File: config.mk
export PLATFORM = sky130hd
export DESIGN_NAME = regfile_write_arbiter
export DESIGN_NICKNAME = d
export VERILOG_FILES = /design/src/rtl/regfile_write_arbiter.sv
export SDC_FILE = /design/constraint.sdc
export NUM_CORES = 1
export LEC_CHECK = 0
export ABC_AREA = 1
export CORE_UTILIZATION = 43
export DETAILED_ROUTE_END_ITERATION = 16
export GPL_TIMING_DRIVEN = 0
export MAX_ROUTING_LAYER = met4
export PLACE_DENSITY = 0.88
export SYNTH_ARGS = -nofsm -noshare
export SYNTH_HDL_FRONTEND = slang
export SYNTH_SLANG_ARGS = --single-unit
File: constraint.sdc
create_clock -name CLK -period 2.59 [get_ports CLK]
set_input_delay 0.518 -clock CLK [delete_from_list [all_inputs] [get_ports CLK]]
set_output_delay 0.518 -clock CLK [all_outputs]
set_load 0.03 [all_outputs]
File: src/rtl/regfile_write_arbiter.sv
// Round-robin arbiter for a regfile write port, with locked bursts of up to MAX_BURST beats.
// Latency: a beat accepted in cycle t appears on wr_en/wr_addr/wr_data in cycle t+1.
// Backpressure: req_ready is a one-hot-or-zero grant, and LOCKED admits only the owner. REGFILE_WRITE_ARBITER_STATS_EN adds counters.
module regfile_write_arbiter #(
    parameter int N         = 4,
    parameter int ADDR_W    = 2,
    parameter int DATA_W    = 4,
    parameter int MAX_BURST = 4
) (
    input  logic                   CLK,
    input  logic                   ASYNCRESET,
    input  logic [N-1:0]           req_valid,
    input  logic [N-1:0]           req_last,
    input  logic [N*ADDR_W-1:0]    req_addr,
    input  logic [N*DATA_W-1:0]    req_data,
    output logic [N-1:0]           req_ready,
    output logic                   wr_en,
    output logic [ADDR_W-1:0]      wr_addr,
    output logic [DATA_W-1:0]      wr_data,
    output logic                   busy,
`ifdef REGFILE_WRITE_ARBITER_STATS_EN
    output logic [N*16-1:0]        grant_count,
    output logic                   forced_release,
`endif
    output logic [$clog2(N)-1:0]   owner
);
    localparam int IDX_W = $clog2(N);
    localparam int CNT_W = $clog2(MAX_BURST + 1);

    typedef enum logic {IDLE, LOCKED} state_t;

    state_t             state;
    logic [IDX_W-1:0]   rr_ptr;
    logic [CNT_W-1:0]   beat_cnt;
    logic [IDX_W-1:0]   win;
    logic [IDX_W-1:0]   scan;
    logic [IDX_W-1:0]   sel;
    logic               win_vld;
    logic               xfer;
    logic               sel_last;
    logic               at_limit;

    function automatic logic [IDX_W-1:0] inc_idx(input logic [IDX_W-1:0] i);
        return (i == IDX_W'(N - 1)) ? '0 : i + 1'b1;
    endfunction

    // First valid requester at or after rr_ptr, wrapping modulo N.
    always_comb begin
        win     = rr_ptr;
        win_vld = 1'b0;
        scan    = rr_ptr;
        for (int k = 0; k < N; k++) begin
            if (!win_vld && req_valid[scan]) begin
                win     = scan;
                win_vld = 1'b1;
            end
            scan = inc_idx(scan);
        end
    end

    always_comb begin
        req_ready = '0;
        if (ASYNCRESET) begin
            if (state == IDLE) begin
                if (win_vld)
                    req_ready[win] = 1'b1;
            end else begin
                req_ready[owner] = req_valid[owner];
            end
        end
    end

    assign sel      = (state == LOCKED) ? owner : win;
    assign xfer     = |(req_valid & req_ready);
    assign sel_last = req_last[sel];
    assign at_limit = (state == LOCKED) ? (beat_cnt == CNT_W'(MAX_BURST - 1)) : (MAX_BURST == 1);

    always_ff @(posedge CLK or negedge ASYNCRESET) begin
        if (!ASYNCRESET) begin
            state    <= IDLE;
            rr_ptr   <= '0;
            owner    <= '0;
            beat_cnt <= '0;
            wr_en    <= 1'b0;
            wr_addr  <= '0;
            wr_data  <= '0;
            busy     <= 1'b0;
        end else begin
            wr_en <= xfer;
            if (xfer) begin
                wr_addr <= req_addr[sel*ADDR_W +: ADDR_W];
                wr_data <= req_data[sel*DATA_W +: DATA_W];
            end
            case (state)
                IDLE: begin
                    if (xfer) begin
                        owner <= win;
                        if (sel_last || at_limit) begin
                            rr_ptr <= inc_idx(win);
                        end else begin
                            state    <= LOCKED;
                            busy     <= 1'b1;
                            beat_cnt <= CNT_W'(1);
                        end
                    end
                end
                LOCKED: begin
                    if (xfer) begin
                        if (sel_last || at_limit) begin
                            state    <= IDLE;
                            busy     <= 1'b0;
                            rr_ptr   <= inc_idx(owner);
                            beat_cnt <= '0;
                        end else begin
                            beat_cnt <= beat_cnt + 1'b1;
                        end
                    end
                end
                default: state <= IDLE;
            endcase
        end
    end

`ifdef REGFILE_WRITE_ARBITER_STATS_EN
    always_ff @(posedge CLK or negedge ASYNCRESET) begin
        if (!ASYNCRESET) begin
            grant_count    <= '0;
            forced_release <= 1'b0;
        end else begin
            forced_release <= xfer && !sel_last && at_limit;
            for (int i = 0; i < N; i++) begin
                if (req_valid[i] && req_ready[i] && (grant_count[i*16 +: 16] != 16'hFFFF))
                    grant_count[i*16 +: 16] <= grant_count[i*16 +: 16] + 16'd1;
            end
        end
    end
`endif

endmodule

[Yosys cells after proc, flatten, opt, wreduce, memory -nomap -nowiden]
Index checks and enable logic that the tools add are counted.
Operators by class
  equal/unequal tests: 11
  $add $sub $neg: 6
  shift operators: 2
  $lt $le $gt $ge: 9
  bitwise gates (word level): 3
  muxes and demuxes: 52
  reduce and logical (&&, ||, !) cells: 14
Operator list (count)
  2-bit 2-to-1 mux: 13
  2-bit by 3-bit < comparator with 1-bit output (second input constant): 7
  1-bit 2-to-1 mux: 20
  16-bit by 5-bit indexed part select with 4-bit output: 1
  1-bit binary-select mux with 2-bit select: 6
  3-bit 2-to-1 mux: 4
  4-bit 2-to-1 mux: 3
  2-bit by 1-bit adder with 2-bit output (second input constant): 5
  2-bit equality test (second input constant): 5
  4-bit bitwise AND: 2
  4-bit AND reduction: 2
  8-bit by 4-bit indexed part select with 2-bit output: 1
  2-bit by 1-bit != test with 1-bit output (second input constant): 3
  3-bit one-hot mux with 2 select lines: 1
  1-bit logical AND: 5
  1-bit demux with 2-bit select: 2
  2-bit by 1-bit >= comparator with 1-bit output (second input constant): 2
  2-bit != test (second input constant): 2
  1-bit one-hot mux with 2 select lines: 2
  2-bit one-hot mux with 2 select lines: 1
  4-bit OR reduction: 1
  3-bit by 1-bit adder with 3-bit output (second input constant): 1
  3-bit by 2-bit equality test with 1-bit output (second input constant): 1
  1-bit logical NOT: 3
  4 further kinds: 4
Storage, ports and cells
  register bits: 16

[Logic depth before layout (Yosys ltp)]
Gate-level depths: netlist of the first run.
  depth after elaboration: 23
  depth in mapped cells: 23
  gate-level depth less buffers: 22

[Least setup slack after synthesis of the first run]
OpenSTA, ideal clock, no wires.
  path kind: reg-to-reg
  from: register rr_ptr[1]
  to: register (tool-made name)
  period minus slack after synthesis: 3000 ps
  cell stages (with the launch flop): 20
  library setup time: 129 ps
  setup slack: -410 ps
  data arrival time: 2871 ps
  cells stage by stage: dfrtp_1 -> ha_1 -> inv_1 -> nand2_2 -> nand2_2 -> nand2_2 -> nand2_2 -> nand3_1 -> inv_2 -> nand2_1 -> nand2_1 -> ha_1 -> nand3_1 -> a21oi_1 -> nand2_1 -> nand2_2 -> inv_2 -> nand2_4 -> buf_8 -> o21ai_0
RTL lines
  start: declaration: line 33  | logic [IDX_W-1:0] rr_ptr;
  start signal: assignment: line 99  | rr_ptr <= inc_idx(win);
  start signal: assignment: line 112  | rr_ptr <= inc_idx(owner);

[Worst setup path in the final report of the first run]
  from: input req_valid[1]
  to: output req_ready[0]
On the way
  cells in the longest elaborated chain, start to end: 19
  elaborated cells on any way between the ends: 32
  those cells by class: order compare: 2; mux: 22; bitwise: 1; reduce/logical: 7
Ends and longest elaborated chain
  start: declaration: line 12  | input logic [N-1:0] req_valid,
  1-bit binary-select mux with 2-bit select: line 53  | if (!win_vld && req_valid[scan]) begin
  1-bit 2-to-1 mux (implied by the code): line 53
  1-bit 2-to-1 mux: line 53
  1-bit logical NOT: line 53
  1-bit logical AND: line 53
  1-bit 2-to-1 mux: line 53
  1-bit logical NOT: line 53
  1-bit logical AND: line 53
  [4 not listed]
  named net win[0]: line 35  | logic [IDX_W-1:0] win;
  2-bit by 3-bit < comparator with 1-bit output (implied by the code) or 2-bit by 1-bit >= comparator with 1-bit output (tied branches): line 66  | req_ready[win] = 1'b1;
  1-bit logical AND (implied by the code): line 66
  1-bit 2-to-1 mux (implied by the code): line 66
  1-bit demux with 2-bit select (*): line 66
  4-bit 2-to-1 mux (*): line 65  | if (win_vld)
  4-bit 2-to-1 mux (*): line 64  | if (state == IDLE) begin
  4-bit 2-to-1 mux (*): line 63  | if (ASYNCRESET) begin
  end: declaration: line 16  | output logic [N-1:0] req_ready,
The timed path passes the listed nets; every way through them passes the cells marked *. The select of a mux whose other input is x is not followed.

==> results of run 1 <==
==> Yosys cell counts, types with 3 or more instances <==
cell     instances  area (µm²)
o22ai_1          6        37.5
a21oi_1          5        25.0
inv_1           20        75.1
nor2_1          14        52.6
nand4_1          6        37.5
dfrtp_1         16         400
inv_2            5        18.8
ha_1            11         138
nand3_2          4        40.0
buf_6            3        33.8
nand3_1         23         115
nor2_2           3        18.8
o21ai_1          8        40.0
nand2_2         17         106
o21ai_0         13        65.1
nand2_1         80         300
==> critical path, stage by stage <==
cell and delay [ns]:
dlygate4sd2_1 0.31, inv_1 0.08, nand2_2 0.09, nand2_2 0.08, nand2_2 0.06, nand2_2 0.05
nand2_2 0.10, inv_2 0.08, nand2_2 0.08, nand2_1 0.11, nand3_4 0.11, nand2_8 0.09
inv_4 0.09, ha_4 0.12, nand2_1 0.04, nand2_1 0.08, nand2_1 0.10, nor2_2 0.15
buf_6 0.15
==> area by class of cell <==
| class | count | area, µm² | area share [%] |
|---|---|---|---|
| Sequential cell | 16 | 402 | 15.1 |
| Inverter | 28 | 129 | 4.83 |
| Buffer | 5 | 56.3 | 2.11 |
| Timing Repair Buffer | 69 | 677 | 25.4 |
| Clock buffer | 3 | 41.3 | 1.55 |
| Multi-Input combinational cell | 196 | 1310 | 48.9 |
| Tap cell | 46 | 57.6 | 2.16 |
==> worst paths after layout <==
path | endpoint | startpoint
max | req_ready[0] | req_valid[1]
min | wr_addr[1]$_DFFE_PN0P_ | wr_addr[1]$_DFFE_PN0P_
max reg2reg | owner[1]$_DFFE_PN0P_ | rr_ptr[1]$_DFFE_PN0P_
min reg2reg | wr_addr[1]$_DFFE_PN0P_ | wr_addr[1]$_DFFE_PN0P_
max in group asynchronous | rr_ptr[1]$_DFFE_PN0P_ | ASYNCRESET
min in group asynchronous | wr_en$_DFF_PN0_ | ASYNCRESET
==> through the flow <==
| stage | area, µm² | hold WS (ns) | instances | TNS, ns | utilization (%) |
|---|---|---|---|---|---|
| CTS | 2500 | 0.487 | 356 | -3.06 | 72.0 |
| global route | 2670 | 0.504 | 363 | -7.84 | 76.9 |
| floorplan | 1670 | 0.222 | 245 | 0 | - |
| detailed placement | 2200 | 0.469 | 338 | -13.07 | 63.5 |
| global placement | 2200 | 0.464 | 338 | -11.54 | 63.5 |
| finish | 2670 | 0.486 | 363 | -5.35 | 76.9 |
==> flip-flops by register name (all words and copies together), names as in the netlist, named ones only <==
signal    cells
wr_addr       2
wr_en         1
wr_data       4
owner         2
rr_ptr        2
busy          1
beat_cnt      3
==> cell families after synthesis <==
family | Yosys count
AOI/OAI and AO/OA | 34
DFF | 16
buffers and inverters | 33
and+or+nand+nor | 151
adders and majority gates | 11
==> cells in the final DEF, fill, tap and decap left out, types with 2 or more instances in the layout <==
master,Yosys,final
a21oi_1,5,3
a21oi_4,0,3
buf_4,1,20
buf_6,3,8
clkbuf_8,0,3
clkdlybuf4s50_1,0,39
dfrtp_1,16,15
dlygate4sd2_1,0,4
ha_1,11,6
ha_4,0,5
inv_1,20,16
inv_2,5,5
inv_4,0,2
inv_6,1,2
nand2_1,80,66
nand2_2,17,23
nand2_4,2,8
nand2_8,0,2
nand3_1,23,15
nand3_2,4,9
nand3_4,0,3
nand4_1,6,6
nor2_1,14,12
nor2_2,3,3
nor2_4,2,4
o21ai_0,13,11
o21ai_1,8,9
o21ai_2,1,2
o22ai_1,6,6
==> layer usage <==
| metal | vias up | part of all wire [%] | track usage [%] |
|---|---|---|---|
| met1 | 917 | 40 | 30.7 |
| met3 | 21 | 4.0 | 3.08 |
| li1 | 937 | - | - |
| met4 | 0 | 3.4 | 4.07 |
| met2 | 83 | 53 | 47.2 |
| met5 | - | 0 | - |
==> timing repair <==
action                     CTS  global route
pin swaps                   20            25
setup endpoints to repair   20            20
gates resized for setup     61            26
buffers inserted            14             7
cloned                       1             0
==> qor.txt, run 1 <==
Die X = 63.1 µm
overall routing resource usage = 25.9%
estimated wirelength of the detail-placed design = 3310 µm
simple-gate share of the synthesized area = 44.5%
Max-Cap Viols = 0
die height = 63.1 µm
largest net degree at the start of global routing = 19
minimum clock period = 3.01 ns
type of origin of the critical path = input pin
DR iter-0 viols = 129
number of clock sinks = 16
post-place setup slack = -1.05 ns
crit end category = primary output
H-tree levels = 1
I/O pin count = 48
initial antenna violation count = 0
CP Class = in2out
Yosys cell types = 25
Async SR Flop Fraction = 100%
mapped cell area = 1610 µm²
row cnt = 21
post-synthesis instance total = 245
cts bufs inserted = 3
Mean Syn Cell Area = 6.56 µm²
Hold Crit Class = reg2reg
Initial Util = 46.3%
total number of vias = 1958
total iterations of the first detailed-routing run = 4
vias in the first global route = 1875
first-pass GRT wire length = 8220 µm
diode count = 0
status = complete, but fails checks
IO buf count = 47
final WL = 5570 µm
Yosys warnings = 0
R2R Setup Slk = -0.27 ns
clk_lat worst skew = 0.24 ns
post-synthesis sequential area ratio = 24.9%
post-DR vias/cell = 5.39
gr ovfl total = 0
Final Hold Violating Endpoints = 0
Clock Skew = 0.00182 ns
adder-cell share of the synthesized area = 8.57%
Clock Path Buffers = 2
crit-path max FO = 4
Placer Congestion = 0.899
synthesized flop and latch total = 16
setup-violating endpoint count in the final report = 20
Slew @ Worst Pin = 0.793 ns
final setup margin = -0.421 ns
EDFF count, synth = 0
syn nets = 290
remaining antenna violation count = 0
mux cell area share after synthesis = 0%
Critical Path AT = 2.49 ns
DRC Markers = 0
compound-cell area share of the yosys netlist = 11.5%
Max Freq = 332 MHz
WHS Path Cells = 2
hold buffer count at CTS = 0
slew margin rel. = 47.0%
RSZ-0062 raised after global routing = true
fill count = 223
die area = 3980 µm²
Synth-to-Final Area Change = 66.0%
largest family of logic cells by synthesized area = simple AND/OR/NAND/NOR gates
share of cells above drive strength 1 = 34.1%
# nets final = 364
worst endpoint required time = 2.07 ns
Slew Limit Fails = 0
failing checks = negative setup slack
core area = 3470 µm²
XOR/XNOR Fraction of Synth Area = 0%
wire per inst = 15.3 µm
R2R depth = 21
Clock transition at path regs = 0.06 ns
ys flop type = dfrtp_1
CTS tree = done
Clock Tree Root = clkbuf_8
final critical-path share of the clock period = 116%
Power of run 1 is not shown: default switching activity piles up to over one toggle a cycle in this logic, so the estimate is an artifact.
==> run 2, diff against run 1 <==
- CORE_MARGIN: default -> 1.5
==> run 2 against run 1 <==
Critical path depth shrank 2. Final cell count is 0.28% higher. Setup slack improved by 0.081 ns. Die area rose by 3.2%. Clock skew rose by 0.0017 ns. Worst hold slack worse by 0.13 ns. Design area increased by 3.0%. Core utilization shrank 1.3 points. Count of clock-buffer cells in the layout is 1 higher. Global-route usage down 1.8 points. Register-to-register slack got worse by 0.06 ns. Via count down 1.6%. Largest cell class unchanged. The run still ends with negative setup slack left. Critical path type is now reg2out.
==> qor.txt, run 2 (same netlist as run 1, synthesis figures left out) <==
number of clock sinks = 16 (unchanged)
setup-violating endpoint count in the final report = 20 (unchanged)
final critical-path share of the clock period = 113% (-3.1 points)
Slew @ Worst Pin = 0.830 ns (+0.0364 ns)
estimated wirelength of the detail-placed design = 3300 µm (-0.26%)
RSZ-0062 raised after global routing = true
# nets final = 362 (-0.55%)
R2R Path End = owner[1]$_DFFE_PN0P_
Synth-to-Final Area Change = 71.1%
Max Freq = 341 MHz (+2.8%)
first-pass GRT wire length = 7800 µm (-5.2%)
R2R Setup Slk = -0.33 ns (-0.06 ns)
R2R depth = 23 (+9.5%)
IO buf count = 47 (unchanged)
final WL = 5280 µm (-5.2%)
Die X = 64.1 µm (+1.6%)
worst endpoint required time = 2.07 ns (about the same)
final setup margin = -0.340 ns (+0.0813 ns)
commonest non-fill, non-tap cell in the layout = nand2_1
Crit-path slowest cell = dfrtp_2
remaining antenna violation count = 0 (unchanged)
diode count = 0 (unchanged)
wire per inst = 14.5 µm (-5.4%)
Clock Tree Root = clkbuf_8
die area = 4110 µm² (+3.2%)
Clock transition at path regs = 0.07 ns (about the same)
DRC Markers = 0 (unchanged)
CP Class = reg2out
clk_lat worst skew = 0.25 ns (about the same)
Placer Congestion = 0.918 (+2.1%)
CP Buf/Inv Count = 3 (-2)
hold buffer count at CTS = 0 (unchanged)
most used cell, CP = nand2_2
cts bufs inserted = 3 (unchanged)
Largest register FFs = 4 (unchanged)
Largest regs = wr_data: 4 flops, beat_cnt: 3 flops
Clock Skew = 0.00352 ns (+0.00170 ns)
CTS tree = done
vias in the first global route = 1839 (-1.9%)
post-DR vias/cell = 5.29 (-1.9%)
Max-Cap Viols = 0 (unchanged)
largest net degree at the start of global routing = 19 (unchanged)
crit end category = primary output
setup total negative slack = -5.38 ns (-0.0362 ns)
Hold Crit Class = in2async
top cell family by delay on the critical path = simple AND/OR/NAND/NOR gates
failing checks = negative setup slack
Initial Util = 44.2% (-2.1 points)
DR iter-0 viols = 100 (-22%)
minimum clock period = 2.93 ns (-0.0813 ns)
die height = 64.1 µm (+1.6%)
fill count = 256 (+15%)
core area = 3630 µm² (+4.8%)
H-tree levels = 1 (unchanged)
Final Hold Violating Endpoints = 0 (unchanged)
total iterations of the first detailed-routing run = 4 (unchanged)
Clock Path Buffers = 2 (unchanged)
slew margin rel. = 44.6% (-2.3 points)
leading cell types in the layout, fill and taps excluded = nand2_1, clkdlybuf4s50_1, nand2_2
Critical Path AT = 2.41 ns (-0.08 ns)
status = complete, but fails checks
Worst path max stage delay = 0.43 ns (+0.12 ns)
CP Cell Sequence = ha_4, inv_8, nand3_1, nand2_2, nand2_2, nand2_1, o21ai_1, nand2_2, nand3_4, nand2_4, inv_4, ha_4, nand2_2, nand2_2, nand2_2, nor2_2, buf_6
share of cells above drive strength 1 = 38.9% (+4.9 points)
total number of vias = 1927 (-1.6%)
gr ovfl total = 0 (unchanged)
row cnt = 22 (+4.8%)
Slew Limit Fails = 0 (unchanged)
type of origin of the critical path = register
I/O pin count = 48 (unchanged)
initial antenna violation count = 0 (unchanged)
r2r startpoint = rr_ptr[1]$_DFFE_PN0P_
Top reg by flops = wr_data
crit-path max FO = 6 (+2)
overall routing resource usage = 24.1% (-1.8 points)
-- run 2: cell types whose count changed in the layout (fill, tap and decap cells not counted), moves of 2 or more --
cell     delta
nand2_1    -15
nand3_4     +2
buf_4       -8
buf_6       +6
nand3_2     -2
nand2_2     +9
nand2_4     +7
-- run 2: per-layer routing --
metal  up-vias  share of wire (%)  track usage [%]
li1        940                  -                -
met1       905                 40             27.3
met2        72                 53             43.4
met3        10                4.2             4.58
met4         0                1.9             6.38
met5         -                  0                -
-- run 2: timing repair --
| action | CTS | global route |
|---|---|---|
| buffers inserted | 11 | 9 |
| endpoints found under the hold margin | 0 | 0 |
| gates cloned | 0 | 1 |
| resized for setup | 56 | 60 |
| endpoints found under the setup margin | 20 | 20 |
| pin swaps | 15 | 39 |
-- run 2: final cells by class --
cell class / count / area [µm²] / area share, %
multi-input cells: 196 / 1370 / 49.8
flip-flops and latches: 16 / 402 / 14.6
well taps: 48 / 60.1 / 2.18
repair buffers: 67 / 679 / 24.7
clock buffers: 4 / 55.1 / 2.00
inverters: 28 / 126 / 4.60
plain buffers: 5 / 56.3 / 2.05
-- run 2: stage by stage --
stage               util (%)  instances  instance area [µm²]  hold slack (ns)  setup slack, ns
floorplan                  -        245                 1670            0.222          0.00133
global placement        60.7        340                 2200            0.464           -0.958
detailed placement      60.7        340                 2200            0.475           -0.993
CTS                     66.4        355                 2410            0.498           -0.288
global route            75.7        364                 2750            0.415           -0.445
finish                  75.7        364                 2750            0.353           -0.340
-- run 2: how the worst max path moves through the flow --
stage                          start                    to  slack, ns  depth (start not counted)
2_1_floorplan  rr_ptr[1]$_DFFE_PN0P_              register      0.001                         20
3_3_place_gp            req_valid[3]          req_ready[1]      -0.96                         15
3_5_place_dp            req_valid[3]          req_ready[2]      -0.99                         15
4_1_cts        rr_ptr[0]$_DFFE_PN0P_          req_ready[0]      -0.29                         17
5_1_grt        rr_ptr[0]$_DFFE_PN0P_  owner[1]$_DFFE_PN0P_      -0.44                         24
6_report       rr_ptr[1]$_DFFE_PN0P_          req_ready[0]      -0.34                         17
Power of run 2 is left out for the same reason.
